File: src/rtl/fxy_sweep_ctrl.sv
// Exhaustive self-check sequencer for a small combinational unit: walks every input
// vector, waits a settle time, captures the outputs and grades them against a golden table.
module fxy_sweep_ctrl #(
  parameter int NIN    = 2,
  parameter int NOUT   = 2,
  parameter int SETTLE = 1,
  parameter logic [NOUT*(2**NIN)-1:0] EXPECT = 8'h5E
) (
  input  logic                     clk,
  input  logic                     reset,
  input  logic                     start,
  input  logic                     abort,
  output logic [NIN-1:0]           vec_out,
  output logic                     drive_en,
  input  logic [NOUT-1:0]          res_in,
  output logic                     busy,
  output logic                     done,
  output logic                     pass,
  output logic [NIN:0]             err_cnt,
  output logic [NIN-1:0]           first_fail,
  output logic [NOUT*(2**NIN)-1:0] result
);

  localparam int NVEC = 2**NIN;
  localparam int RW   = NOUT*NVEC;
  localparam logic [NIN-1:0] LAST_IDX    = NIN'(NVEC-1);
  localparam logic [3:0]     SETTLE_LAST = 4'(SETTLE-1);

  typedef enum logic [1:0] {S_IDLE, S_DRIVE, S_SAMPLE, S_DONE} state_t;

  state_t          state_q, state_d;
  logic [NIN-1:0]  idx_q, idx_d;
  logic [3:0]      cnt_q, cnt_d;
  logic [NIN-1:0]  vec_out_q, vec_out_d;
  logic            drive_en_q, drive_en_d;
  logic            busy_q, busy_d;
  logic            done_q, done_d;
  logic            pass_q, pass_d;
  logic [NIN:0]    err_cnt_q, err_cnt_d;
  logic [NIN-1:0]  first_fail_q, first_fail_d;
  logic [RW-1:0]   result_q, result_d;
  logic            mismatch;

  always_ff @(posedge clk or posedge reset) begin
    if (reset) begin
      state_q      <= S_IDLE;
      idx_q        <= '0;
      cnt_q        <= '0;
      vec_out_q    <= '0;
      drive_en_q   <= 1'b0;
      busy_q       <= 1'b0;
      done_q       <= 1'b0;
      pass_q       <= 1'b0;
      err_cnt_q    <= '0;
      first_fail_q <= '0;
      result_q     <= '0;
    end else begin
      state_q      <= state_d;
      idx_q        <= idx_d;
      cnt_q        <= cnt_d;
      vec_out_q    <= vec_out_d;
      drive_en_q   <= drive_en_d;
      busy_q       <= busy_d;
      done_q       <= done_d;
      pass_q       <= pass_d;
      err_cnt_q    <= err_cnt_d;
      first_fail_q <= first_fail_d;
      result_q     <= result_d;
    end
  end

  always_comb begin
    state_d = state_q;
    idx_d   = idx_q;
    cnt_d   = cnt_q;
    case (state_q)
      S_IDLE: begin
        if (start) begin
          state_d = S_DRIVE;
          idx_d   = '0;
          cnt_d   = '0;
        end
      end
      S_DRIVE: begin
        if (abort) begin
          state_d = S_IDLE;
        end else if (cnt_q == SETTLE_LAST) begin
          state_d = S_SAMPLE;
        end else begin
          cnt_d = cnt_q + 4'd1;
        end
      end
      S_SAMPLE: begin
        if (abort) begin
          state_d = S_IDLE;
        end else if (idx_q == LAST_IDX) begin
          state_d = S_DONE;
        end else begin
          state_d = S_DRIVE;
          idx_d   = idx_q + 1'b1;
          cnt_d   = '0;
        end
      end
      S_DONE:  state_d = S_IDLE;
      default: state_d = S_IDLE;
    endcase
  end

  // Outputs are computed from the next state so that every port comes straight off a flop.
  always_comb begin
    mismatch     = (res_in != EXPECT[idx_q*NOUT +: NOUT]);
    busy_d       = (state_d == S_DRIVE) || (state_d == S_SAMPLE);
    drive_en_d   = busy_d;
    vec_out_d    = busy_d ? idx_d : '0;
    done_d       = (state_d == S_DONE);
    pass_d       = pass_q;
    err_cnt_d    = err_cnt_q;
    first_fail_d = first_fail_q;
    result_d     = result_q;

    if (state_q == S_IDLE && start) begin
      result_d     = '0;
      err_cnt_d    = '0;
      first_fail_d = '0;
      pass_d       = 1'b0;
    end

    if ((state_q == S_DRIVE || state_q == S_SAMPLE) && abort) begin
      pass_d = 1'b0;
    end

    if (state_q == S_SAMPLE && !abort) begin
      result_d[idx_q*NOUT +: NOUT] = res_in;
      if (mismatch) begin
        err_cnt_d = err_cnt_q + (NIN+1)'(1);
        if (err_cnt_q == '0) begin
          first_fail_d = idx_q;
        end
      end
    end

    // Grade on the updated count so the final sample is included.
    if (state_d == S_DONE) begin
      pass_d = (err_cnt_d == '0);
    end
  end

  assign vec_out    = vec_out_q;
  assign drive_en   = drive_en_q;
  assign busy       = busy_q;
  assign done       = done_q;
  assign pass       = pass_q;
  assign err_cnt    = err_cnt_q;
  assign first_fail = first_fail_q;
  assign result     = result_q;

endmodule

File: config.mk
export PLATFORM = sky130hd
export DESIGN_NAME = fxy_sweep_ctrl
export DESIGN_NICKNAME = d
export VERILOG_FILES = /design/src/rtl/fxy_sweep_ctrl.sv
export SDC_FILE = /design/constraint.sdc
export NUM_CORES = 1
export LEC_CHECK = 0
export CORE_AREA = 10 10 63 65
export DETAILED_ROUTE_END_ITERATION = 16
export DIE_AREA = 0 0 73 75
export HOLD_SLACK_MARGIN = 0.08
export PLACE_DENSITY = 0.81
export SYNTH_ARGS = -nofsm -noshare
export SYNTH_HDL_FRONTEND = slang
export SYNTH_SLANG_ARGS = --single-unit
File: constraint.sdc
create_clock -name clk -period 4.52 [get_ports clk]
set_clock_uncertainty 0.05 [all_clocks]
set_input_delay 1.356 -clock clk [delete_from_list [all_inputs] [get_ports clk]]
set_output_delay 1.356 -clock clk [all_outputs]
set_load 0.05 [all_outputs]
### After elaboration in Yosys (flattened, before gate mapping)

Index checks and enable logic that the tools add are counted.

| storage, ports and cells | value |
|---|---|
| memory bits (writable) | 0 |
| memories kept | 0 |
| latch bits | 0 |
| ROM bits | 0 |
| word-level logic and storage cells | 73 |
| register bits | 26 |
| output and inout port bits | 19 |

| operators by class | value |
|---|---|
| bitwise gates (word level) | 0 |
| multiply operators | 0 |
| divide/modulo/power cells | 0 |
| shifts and indexed selects | 3 |
| reduce and logical (&&, ||, !) cells | 13 |
| equality and inequality tests | 13 |
| muxes and demuxes | 30 |
| add/subtract/negate cells | 4 |
| magnitude comparators | 0 |

Operators by type and width:

| kind | number |
|---|---|
| $neg 3->34 | 1 |
| $shift 2x34->8 const A | 1 |
| $shiftx 2x34->8 | 1 |
| $mux 2 | 13 |
| $mux 4 | 5 |
| $mux 8 | 2 |
| $pmux 4 s3 | 1 |
| $eq 2x2->1 const B | 5 |
| $ne 2x2->1 const B | 5 |
| $mux 3 | 3 |
| $bwmux 8 | 1 |
| $pmux 2 s4 | 1 |
| $shiftx 8x4->2 const A | 1 |
| $logic_not 3->1 | 2 |
| $reduce_and 6->1 | 1 |
| $reduce_bool 3->1 | 2 |
| $add 4x1->4 const B | 1 |
| $eq 2x1->1 const B | 2 |
| $logic_not 4->1 | 1 |
| $pmux 2 s2 | 1 |
| $add 3x1->3 const B | 1 |
| $logic_and 1x1->1 | 3 |
| $mux 1 | 3 |
| $add 2x1->2 const B | 1 |
| 4 further kinds | 5 |

### Longest topological paths before layout

Gate-level depths: netlist (run 1).

| depth | value |
|---|---|
| depth in word-level cells | 7 |
| gate-level depth with buffers | 10 |

### Least setup slack after synthesis (run 1)

OpenSTA, ideal clock, no wires.

| path | value |
|---|---|
| path kind | input to register |
| start point | input port abort |
| end point | register pass_q (netlist: pass) |
| cell stages on the path | 7 |
| path slack | 1.864 ns |
| library setup time | 0.087 ns |
| data required time | 4.383 ns |
| arrival time | 2.520 ns |
| cells stage by stage | clkbuf_1 > nor2_1 > a311oi_1 > a21oi_1 > ha_1 > nand4b_1 > o211ai_1 |

| between the ends | value |
|---|---|
| elaborated cells on any way between the ends | 12 |
| classes of those cells | eq/ne: 1; mux: 6; reduce/logical: 5 |

RTL lines:

| item | line | RTL |
|---|---|---|
| start: declaration | 12 | `input logic abort,` |
| $mux 2 (on tied branches) | 94, 85 |  |
| $pmux 2 s4 (*) | 76 | `case (state_q)` |
| via state_d[0] | 31 | `state_t state_q, state_d;` |
| $eq 2x2->1 (*) | n/a |  |
| via done_d | 37 | `logic done_q, done_d;` |
| $reduce_bool 3->1 (no source line) / $mux 1 (equally long branches) | n/a |  |
| end signal: assignment | 65 | `pass_q <= pass_d;` |
| end: declaration | 38 | `logic pass_q, pass_d;` |

Mark *: on every way through the listed nets, which the timed path passes. The rest lies on a longest branch.
A chain may end at the register's enable or synchronous reset.

### Final worst setup path (run 1)

Ends and elaborated chain as after synthesis.

==> flow_summary.json, run 1 <==
{
  "synthFlopType": "dfrtp_1",
  "area.growth.synth_to_final_pct": 20.4,
  "min_period_ps": 3080,
  "postCtsSetupRepairBufs": 0,
  "gp_congestion": 0.869,
  "dieArea_um2": 5480,
  "yosysSeqAreaShare_pct": 43.6,
  "cellLeakagePower_uw": 0.000830,
  "grt_pass1_vias": 1150,
  "synth_fa_ha_area_share_pct": 13.4,
  "clock-sinks": 26,
  "layout-drive-gt1-share_pct": 3.51,
  "clock.fmax_mhz": 324,
  "syn-cell-area_um2": 1490,
  "final_cell_mix": "dfrtp_1, clkdlybuf4s50_1, ha_1, nand2_1, inv_1",
  "synth_top_family_by_area": "simple AND/OR/NAND/NOR gates",
  "cts_buffers": 3,
  "p_switching_uw": 506,
  "hp-start": "result[1]$_DFF_PP0_",
  "synth_cells": 147,
  "p_sw_share_pct": 46.2,
  "syn_nets": 169,
  "drt-initial-drc-count": 47,
  "pwr-share-clk_pct": 14.4,
  "tritoncts": "done",
  "intPower_uw": 590,
  "tns_ps": 0,
  "reg2reg_depth": 7,
  "p_seq_share_pct": 30.9,
  "yosys_register_bits": 26,
  "cap_violations": 0,
  "synthSimpleGateAreaFrac_pct": 17.7,
  "postCtsHoldBufs": 0,
  "r2r-start": "idx_q[0]$_DFF_PP0_",
  "worstSetupPathType": "in2reg",
  "ys_async_sr_fraction_pct": 100,
  "total_power_uw": 1100,
  "ir_worst_vdd_v": 0.000445,
  "crit_arrival_ps": 3270,
  "viasPerCell": 5.77,
  "whs_ps": 467,
  "final-setup-viol-count": 0,
  "ioPinCount": 25,
  "clock_path_buffers": 2,
  "grt_usage_pct": 12.3,
  "hold_depth": 1,
  "synth_xor_xnor_area_share_pct": 1.76,
  "pwr-share-comb_pct": 54.7,
  "hpwl_um": 2550,
  "final_antenna_net_count": 0,
  "slew_viol_final": 0,
  "setup_ws_ps": 1440,
  "design_area_um2": 1800,
  "start_kind": "primary input",
  "slew_headroom_pct": 33.5,
  "die_w_um": 73,
  "clk-insertion-delay-late_ps": 320,
  "place_ws_ps": 1150,
  "critPathMaxFanout": 11,
  "cts_max_level": 1,
  "dr.pass1.iters": 4,
  "hold_violations": 0,
  "grt_overflow": 0,
  "cts_root_buffer": "clkbuf_4",
  "routed_wl_um": 3270,
  "wl_per_cell_um": 16.2,
  "diodes": 0,
  "multi_input_area_um2": 764,
  "port_buffers": 24,
  "r2r_slack_ps": 2230,
  "worstMarginPinSlew_ps": 997,
  "route.detailed.drc": 0,
  "avgSynthCellArea_um2": 10.2,
  "final_nets": 194,
  "worstPathRequired_ps": 4710,
  "grt_pass1_wl_um": 5450,
  "die_h_um": 75,
  "vias": 1166,
  "grt_start_max_net_pins": 27,
  "rsz0062_at_grt": "no",
  "row_count": 19,
  "cts_resized": 0,
  "antenna_found_initial": 0,
  "final_common_cell": "dfrtp_1",
  "hp-class": "reg2reg",
  "synth.distinct_cells": 35,
  "start_util_pct": 55.1,
  "outcome": "finished, final reports clean",
  "placed_area_um2": 1750,
  "synth.area.mux_share_pct": 2.68,
  "clk_pin_slew_ps": 140,
  "cp-end-kind": "register",
  "coreArea_um2": 2710,
  "synth-edff-count": 0,
  "synth_compound_area_share_pct": 15.7,
  "register_area_um2": 651,
  "fillers": 233,
  "period_share_pct": 68.2,
  "power.density_nw_per_um2": 609,
  "crit_start": "abort",
  "yosysWarnings": 0
}
[cell families (layout without fill, tap and decap cells)]
group | Yosys count | in the layout
simple gates | 48 | 48
compound gates | 32 | 32
flops | 26 | 26
buf+inv | 18 | 42
fa+ha+maj | 16 | 16
mux | 4 | 4
xor+xnor | 3 | 3
[worst paths after layout]
path,end
hold / removal,result[1]$_DFF_PP0_
setup reg to reg,first_fail[0]$_DFF_PP0_
min in group asynchronous,result[6]$_DFF_PP0_
hold reg to reg,result[1]$_DFF_PP0_
setup / recovery,pass$_DFFE_PP0P_
max in group asynchronous,state_q[0]$_DFF_PP0_
[flip-flops by register name, indices dropped and copies added, names as in the netlist]
register and flops:
idx_q 2, err_cnt 3, first_fail 2, pass 1, done 1, busy 1
cnt_q 4, result 8, state_q 2, vec_out 2
[power by group through the flow]
stage	sequential (µW)	combinational, µW	clock [µW]
2_1_floorplan	448	330	0
5_1_grt	347	661	170
4_1_cts	338	604	163
6_report	339	600	157
3_5_place_dp	343	599	0
3_3_place_gp	340	581	0
[Yosys cell counts, types with 2 or more instances]
library cell   n  share of area (%)
nor2_1         4                1.0
o31ai_1        2                1.0
o21ai_0        8                2.7
o211ai_1       2                1.0
inv_1         14                3.5
a21o_1         2                1.0
clkbuf_1       2               0.50
xnor2_1        3                1.8
a22o_1         2                1.2
o21a_1         2                1.0
nand3_1        8                2.7
and4b_1        2                1.3
nor2b_1        2               0.84
ha_1          16                 13
nand2_1       15                3.8
nor3b_1        2                1.0
mux2i_1        4                2.7
dfrtp_1       26                 44
nand4_1        4                1.7
a21oi_1        5                1.7
and2_1         3                1.3
o41ai_1        3                1.8
a32o_1         4                2.7
[layout make-up]
class	count	share of cell area (%)
Clock inverter	1	1.67
Multi-Input combinational cell	103	42.5
Tap cell	31	2.16
Clock buffer	3	1.25
Timing Repair Buffer	24	13.4
Inverter	14	2.92
Sequential cell	26	36.2
[worst max-delay path, cell delays in order]
cell             delay, ps
clkdlybuf4s50_1        660
and2b_1                330
a311oi_1               300
a21oi_1                100
ha_1                   230
nand4b_1               190
o211ai_1               100
[routing by layer]
metal	vias to the layer above	GRT usage [%]	part of all wire [%]
met1	570	14.4	45
met5	-	0	0
met3	4	4.20	4.9
met2	22	20.8	49
met4	0	3.16	1.1
li1	570	-	-
[stage by stage]
| stage | std cells | utilization, % |
|---|---|---|
| after CTS | 202 | 66.4 |
| after floorplan | 147 | - |
| final | 202 | 66.4 |
| after detailed placement | 198 | 64.5 |
| after global placement | 198 | 64.5 |
| after global routing | 202 | 66.4 |
Note: power is estimated with default switching activity, not from simulation.
==> inputs of run 2 (changes only) <==
CORE_AREA = 10 10 65 67   (was 10 10 63 65)
DIE_AREA = 0 0 75 77   (was 0 0 73 75)
PLACE_DENSITY = 0.76   (was 0.81)
clock period = 3.08 ns   (was 4.52 ns; I/O delays follow)
==> run 2 against run 1 <==
Global-route usage fell by 0.080 points. Non-clock buffer count rose by 2. First-iteration DRC count rose by 68%. Sequential share of layout area fell by 0.35 points. Hold slack got worse by 13 ps. Count of clock-buffer cells in the layout did not move. Sequential power rose by 47%. Total power rose by 47%. Register-to-register slack got worse by 1400 ps. Largest cell class unchanged. Worst setup slack got worse by 1000 ps. Wire length fell by 1.2%.
==> flow_summary.json, run 2 (same netlist as run 1, synthesis figures left out) <==
{
  "outcome": "finished, final reports clean",
  "rsz0062_at_grt": "no",
  "slew_viol_final": 0,
  "cts_resized": 0,
  "largest_reg_flops": 8,
  "slew_headroom_pct": 65.4,
  "diodes": 0,
  "hpwl_um": 2480,
  "antenna_found_initial": 0,
  "final_cell_mix": "dfrtp_1, clkdlybuf4s50_1, ha_1, nand2_1, inv_1",
  "layout-drive-gt1-share_pct": 4.62,
  "worstMarginPinSlew_ps": 518,
  "tritoncts": "done",
  "min_period_ps": 2650,
  "final_common_cell": "dfrtp_1",
  "cts_buffers": 3,
  "coreArea_um2": 2980,
  "power.density_nw_per_um2": 888,
  "period_share_pct": 86.1,
  "start_kind": "register",
  "hold_violations": 0,
  "final_antenna_net_count": 0,
  "final-setup-viol-count": 0,
  "dieArea_um2": 5780,
  "critPathMaxFanout": 7,
  "grt_pass1_wl_um": 5660,
  "clock-sinks": 26,
  "cts_root_buffer": "clkbuf_4",
  "cts_max_level": 1,
  "cap_violations": 0,
  "worstPathRequired_ps": 2110,
  "clock_path_buffers": 2,
  "grt_start_max_net_pins": 27,
  "slowest_delay_ps": 860,
  "route.detailed.drc": 0,
  "grt_pass1_vias": 1227,
  "clock.fmax_mhz": 377,
  "area.growth.synth_to_final_pct": 21.6,
  "hp-class": "reg2reg",
  "ir_worst_vdd_v": 0.000385,
  "cp_cell_sequence": "clkdlybuf4s50_1",
  "viasPerCell": 5.74,
  "vias": 1182,
  "routed_wl_um": 3230,
  "crit_family": "buffers and inverters",
  "grt_overflow": 0,
  "port_buffers": 24,
  "wl_per_cell_um": 15.7,
  "worstSetupPathType": "reg2out",
  "crit_buf_inv": 1,
  "final_util_pct": 61.0,
  "clk-insertion-delay-late_ps": 330,
  "total_power_uw": 1610,
  "cp-end-kind": "output port",
  "ioPinCount": 25,
  "tns_ps": 0,
  "gp_congestion": 0.834,
  "clk_pin_slew_ps": 140,
  "dr.pass1.iters": 5,
  "start_util_pct": 50.2,
  "row_count": 20,
  "grt_usage_pct": 12.2,
  "postCtsSetupRepairBufs": 0,
  "final_nets": 196,
  "slowest_stage": "clkdlybuf4s50_1",
  "crit_arrival_ps": 1680,
  "die_h_um": 77,
  "cellLeakagePower_uw": 0.000839,
  "setup_ws_ps": 427,
  "postCtsHoldBufs": 0,
  "drt-initial-drc-count": 79,
  "place_ws_ps": 294,
  "die_w_um": 75
}
run 2: cell count changes in the layout (fill, tap and decap cells not counted), sizes merged:
cell	delta
buf	+2
run 2: final timing paths:
check | start | to | slack (ps) | cells after the start
setup / recovery | err_cnt[0]$_DFF_PP0_ | err_cnt[0] | 430 | 1
hold / removal | result[0]$_DFF_PP0_ | result[0]$_DFF_PP0_ | 450 | 1
setup reg to reg | idx_q[0]$_DFF_PP0_ | first_fail[0]$_DFF_PP0_ | 800 | 7
hold reg to reg | result[0]$_DFF_PP0_ | result[0]$_DFF_PP0_ | 450 | 1
max in group asynchronous | reset | cnt_q[1]$_DFFE_PP0P_ | 1860 | 3
min in group asynchronous | reset | err_cnt[1]$_DFF_PP0_ | 870 | 3
run 2: layout make-up:
| class | instances | area (µm²) |
|---|---|---|
| fillers | 258 | 1160 |
| multi-input cells | 103 | 764 |
| flip-flops and latches | 26 | 651 |
| repair buffers | 26 | 255 |
| inverters | 14 | 52.6 |
| well taps | 33 | 41.3 |
| clock inverters | 1 | 30.0 |
| clock buffers | 3 | 22.5 |
run 2: report_power, final:
part           switching, µW  total [µW]  leakage [µW]  internal, µW
clock network            102         233     0.0000279           132
logic                    566         881      0.000458           315
registers               77.3         499      0.000353           422
run 2: layer usage:
| metal | vias to the layer above | GRT usage, % | wire length [µm] |
|---|---|---|---|
| met2 | 21 | 19.5 | 1630 |
| met3 | 4 | 4.25 | 187 |
| met1 | 586 | 14.3 | 1380 |
| met5 | - | 0 | 0 |
| li1 | 571 | - | - |
| met4 | 0 | 4.73 | 36 |
run 2: per-stage QoR:
step	cells	hold slack (ps)	cell area [µm²]
6_report	206	454	1820
5_1_grt	206	492	1820
4_1_cts	206	463	1820
3_5_place_dp	202	430	1760
3_3_place_gp	202	428	1760
2_1_floorplan	147	479	1490
